<file path="config.mk">
export PLATFORM = sky130hd
export DESIGN_NAME = reg_pipe
export DESIGN_NICKNAME = d
export VERILOG_FILES = /design/src/rtl/reg_pipe_pkg.sv /design/src/rtl/reg_pipe_stage.sv /design/src/rtl/reg_pipe.sv
export SDC_FILE = /design/constraint.sdc
export NUM_CORES = 1
export LEC_CHECK = 0
export CORE_ASPECT_RATIO = 0.5
export CORE_UTILIZATION = 45
export DETAILED_ROUTE_END_ITERATION = 16
export PLACE_DENSITY = 0.69
export SLEW_MARGIN = 20
export SYNTH_ARGS = -nofsm -noshare
export SYNTH_HDL_FRONTEND = slang
export SYNTH_HIERARCHICAL = 1
export SYNTH_SLANG_ARGS = --single-unit
</file>
<file path="constraint.sdc">
create_clock -name clk -period 2.3 [get_ports clk]
set_input_delay 0.23 -clock clk [delete_from_list [all_inputs] [get_ports clk]]
set_output_delay 0.23 -clock clk [all_outputs]
set_load 0.01 [all_outputs]
</file>
<file path="src/rtl/reg_pipe_pkg.sv">
// Shared helpers for the reg_pipe valid/ready register pipeline.
package reg_pipe_pkg;

  function automatic int cnt_w(input int depth);
    return $clog2(depth + 1);
  endfunction

endpackage

</file>
<file path="src/rtl/reg_pipe_stage.sv">
// One pipeline stage: valid bit plus data word.
// Latency: 1 cycle. Loads only when ld is high; data is kept when the incoming valid is low.
// clr drops the valid but keeps the data; rst clears both.
module reg_pipe_stage
  import reg_pipe_pkg::*;
#(
  parameter int WIDTH = 8
) (
  input  logic             clk,
  input  logic             rst,
  input  logic             ld,
  input  logic             vin,
  input  logic [WIDTH-1:0] din,
  input  logic             clr,
  output logic             v,
  output logic [WIDTH-1:0] d
);

  logic             v_q, v_d;
  logic [WIDTH-1:0] d_q, d_d;

  always_comb begin
    v_d = v_q;
    d_d = d_q;
    if (clr) begin
      v_d = 1'b0;
    end else if (ld) begin
      v_d = vin;
      if (vin) d_d = din;
    end
  end

  always_ff @(posedge clk) begin
    if (rst) begin
      v_q <= 1'b0;
      d_q <= '0;
    end else begin
      v_q <= v_d;
      d_q <= d_d;
    end
  end

  assign v = v_q;
  assign d = d_q;

endmodule

</file>
<file path="src/rtl/reg_pipe.sv">
// DEPTH-stage valid/ready register pipeline with bubble collapse, flush and occupancy count.
// Latency: DEPTH cycles from in_valid to out_valid; full throughput with out_ready high.
// Backpressure: out_ready ripples combinationally to in_ready; empty stages fill during stalls.
module reg_pipe
  import reg_pipe_pkg::*;
#(
  parameter int WIDTH = 8,
  parameter int DEPTH = 4
) (
  input  logic                      clk,
  input  logic                      rst,
  input  logic                      flush,
  input  logic                      in_valid,
  output logic                      in_ready,
  input  logic [WIDTH-1:0]          in_data,
  output logic                      out_valid,
  input  logic                      out_ready,
  output logic [WIDTH-1:0]          out_data,
  output logic [cnt_w(DEPTH)-1:0]   count
);

  localparam int CW = cnt_w(DEPTH);

  logic [DEPTH:0]   rdy;
  logic             rdy_run;
  logic [DEPTH-1:0] v;
  logic [DEPTH-1:0] vin;
  logic [DEPTH-1:0] v_nxt;
  logic [WIDTH-1:0] d [DEPTH];
  logic [CW-1:0]    count_q, count_d;

  // A stage can load when it is empty or its successor can load.
  always_comb begin
    rdy_run    = out_ready;
    rdy        = '0;
    rdy[DEPTH] = out_ready;
    for (int i = DEPTH - 1; i >= 0; i--) begin
      rdy_run = !v[i] | rdy_run;
      rdy[i]  = rdy_run;
    end
  end

  for (genvar i = 0; i < DEPTH; i++) begin : g_stage
    logic [WIDTH-1:0] din_i;
    if (i == 0) begin : g_head
      assign vin[i] = in_valid & ~flush;
      assign din_i  = in_data;
    end else begin : g_body
      assign vin[i] = v[i-1];
      assign din_i  = d[i-1];
    end

    reg_pipe_stage #(.WIDTH(WIDTH)) u_stage (
      .clk (clk),
      .rst (rst),
      .ld  (rdy[i]),
      .vin (vin[i]),
      .din (din_i),
      .clr (flush),
      .v   (v[i]),
      .d   (d[i])
    );
  end

  // Count tracks the valids the stages will hold after this edge.
  always_comb begin
    count_d = '0;
    v_nxt   = '0;
    for (int i = 0; i < DEPTH; i++) begin
      v_nxt[i] = flush ? 1'b0 : (rdy[i] ? vin[i] : v[i]);
      count_d  = count_d + CW'(v_nxt[i]);
    end
  end

  always_ff @(posedge clk) begin
    if (rst) count_q <= '0;
    else     count_q <= count_d;
  end

  assign in_ready  = rdy[0] & ~flush;
  assign out_valid = v[DEPTH-1];
  assign out_data  = d[DEPTH-1];
  assign count     = count_q;

endmodule

</file>
==> flow_metrics.env <==
export IMPL_layout_area_seq_sq_um=780.7
export IMPL_setup_slack_ps=174.7
export IMPL_finalSetupTns_ps=0
export IMPL_synth_top_area_cell="dfxtp_1"
export IMPL_final_period_utilization_pct=92.41
export IMPL_syn2layout_area_growth_pct=20.60
export IMPL_ctsHoldBuffers=0
export IMPL_cts_max_path_buffers=2
export IMPL_initial_utilization_pct=49.81
export IMPL_clock_latency_ps=280
export IMPL_grt_antenna_before_repair=0
export IMPL_end_kind="register"
export IMPL_syn_inst=175
export IMPL_cts_reportedPaths_clkPinSlew_ps=70
export IMPL_drive_gt1_share_pct=5.911
export IMPL_grt_ovfl_total=0
export IMPL_cts_buffers=5
export IMPL_ios=26
export IMPL_criticalPathCategory="in2reg"
export IMPL_fillers=327
export IMPL_ys_warn_count=6
export IMPL_cts_repair_resized=0
export IMPL_cellPowerDensity_mw_per_mm2=560.7
export IMPL_cts_setup_buffers=0
export IMPL_multi_input_area_sq_um=948.4
export IMPL_final_common_cell="nand2b_1"
export IMPL_rr_endpoint="count[1]$_SDFF_PP0_"
export IMPL_cp_data_required_time_ps=2450
export IMPL_syn_area_sq_mm=0.001804
export IMPL_fin_cells=254
export IMPL_viasPerCell=4.496
export IMPL_grt_total_usage_pct=15.09
export IMPL_drc=0
export IMPL_r2r_worst_path_cells=6
export IMPL_rows=15
export IMPL_leakage_nw=0.7598
export IMPL_final_cell_mix="65 x nand2b_1, 39 x dfxtp_1, 36 x mux2i_1"
export IMPL_final_util_pct=60.07
export IMPL_core_sq_mm=0.003622
export IMPL_ys_seq_elements=39
export IMPL_final_setup_skew_ps=3.854
export IMPL_slowest_delay_ps=510
export IMPL_path_max_fanout=3
export IMPL_dpl_hpwl_um=1914
export IMPL_final_cell_area_sq_mm=0.002176
export IMPL_finalCriticalPeriod_ps=2125
export IMPL_drtPass1Iterations=4
export IMPL_grt_max_degree=72
export IMPL_slowest_stage="fa_1"
export IMPL_hold_class="reg2reg"
export IMPL_crit_top_cell="ha_1"
export IMPL_die_y_um=46.78
export IMPL_diodes=0
export IMPL_p_total_mw=1.220
export IMPL_route_final_wire_length_um=2885
export IMPL_grt_first_pass_wirelength_um=4650
export IMPL_drv_slew=0
export IMPL_drv_cap=0
export IMPL_hold_slack_ps=471.8
export IMPL_peakVddDrop_mv=0.2717
export IMPL_drtIter0Drc=30
export IMPL_finalHoldViolCount=0
export IMPL_min_to="g_stage[3].u_stage/d[0]$_SDFFE_PP0P_"
export IMPL_critPathLaunchType="input port"
export IMPL_vias=1142
export IMPL_clock_tree_root_cell="clkbuf_8"
export IMPL_reg2reg_slack_ps=220
export IMPL_slew_headroom_pct=65.89
export IMPL_port_buffers=25
export IMPL_syn_num_nets=191
export IMPL_cp_arrival_ps=2280
export IMPL_r2r_start="g_stage[2].u_stage/v$_SDFFE_PP0P_"
export IMPL_fp_dieW_um=91.55
export IMPL_synth_area_leaders="dfxtp_1 43%, nand2b_1 23%, mux2i_1 20%"
export IMPL_cp_top_family="adder cells"
export IMPL_dieArea_sq_mm=0.004282
export IMPL_yosysSeqAreaShare_pct=43.27
export IMPL_hold_depth=2
export IMPL_worst_pin_slew_ps=511.6
export IMPL_synth_area_per_cell_sq_um=10.31
export IMPL_setup_viol=0
export IMPL_place_ws_ps=-124.8
export IMPL_crit_buf_inv=1
export IMPL_placed_cell_area_sq_mm=0.002088
export IMPL_cts_tree="done"
export IMPL_dp_cells=247
export IMPL_grt_pass1_vias=966
export IMPL_synth_top_area_share_pct=43.27
export IMPL_rsz0062_at_grt="false"
export IMPL_cts_max_level=2
export IMPL_status="completed"
export IMPL_cp_cell_sequence="clkdlybuf4s50_1 -> and4b_4 -> a31o_1 -> fa_1 -> ha_1 -> ha_1 -> nor2b_1"
export IMPL_routedWlPerCell_um=11.36
export IMPL_ant_nets=0
export IMPL_cts_sinks=39
export IMPL_min_from="g_stage[3].u_stage/d[0]$_SDFFE_PP0P_"
export IMPL_max_freq_mhz=470.5
export IMPL_ys_types=17
export IMPL_gp_congestion=0.7786
export IMPL_fin_nets=219
==> power by group <==
part / switching (mW) / internal [mW]
registers: 0.00397 / 0.682
logic: 0.0332 / 0.0538
clock network: 0.212 / 0.235
==> Yosys cell counts <==
cell and n:
a21oi_1 3, a31o_1 1, and3b_1 4, and4b_4 1, buf_6 4, clkbuf_1 4
dfxtp_1 39, fa_1 1, ha_1 2, inv_1 4, mux2i_1 36, nand2_1 1
nand2b_1 65, nand3b_1 1, nor2b_1 4, nor3_1 4, o21a_1 1
==> worst reg2reg max path, cell delays in order, from the launching register on <==
cell and delay [ps]:
dfxtp_1 360, and4b_4 240, a31o_1 240, fa_1 510, ha_1 220, ha_1 260, nor2b_1 130
==> layout make-up <==
type | instances | share of cell area, %
Clock buffer | 6 | 3.795
Clock inverter | 1 | 0.2300
Inverter | 4 | 0.6901
Multi-Input combinational cell | 124 | 43.59
Sequential cell | 39 | 35.88
Tap cell | 51 | 2.933
Timing Repair Buffer | 29 | 12.88
==> kinds of logic (layout without fill, tap and decap cells) <==
group,after synthesis,after routing,share of synthesized area [%]
AOI/OAI and AO/OA,5,5,1.734
adders and majority gates,3,3,2.496
buffers and inverters,12,40,4.160
DFF,39,39,43.27
muxes,36,36,19.97
and+or+nand+nor,80,80,28.36
==> flip-flops by register name, summed over array words and instances (netlist names) <==
register           count
g_stage.u_stage/d     32
count                  3
g_stage.u_stage/v      4
==> layer usage <==
layer	track usage, %	wire [um]	vias to the layer above
li1	-	-	625
met1	22.13	1699	489
met2	18.80	1017	23
met3	4.854	115	5
met4	9.524	51	0
met5	0	0	-
==> how the worst max path moves through the flow <==
stage	end	cells after the start	slack, ps	from
floorplan	count[1]$_SDFF_PP0_	6	360	g_stage[3].u_stage/v$_SDFFE_PP0P_
global placement	count[1]$_SDFF_PP0_	7	-60	out_ready
detailed placement	count[1]$_SDFF_PP0_	7	-120	out_ready
CTS	count[1]$_SDFF_PP0_	7	170	out_ready
global route	count[1]$_SDFF_PP0_	7	100	out_ready
finish	count[1]$_SDFF_PP0_	7	170	out_ready
Power figures use the tool's default switching activity.
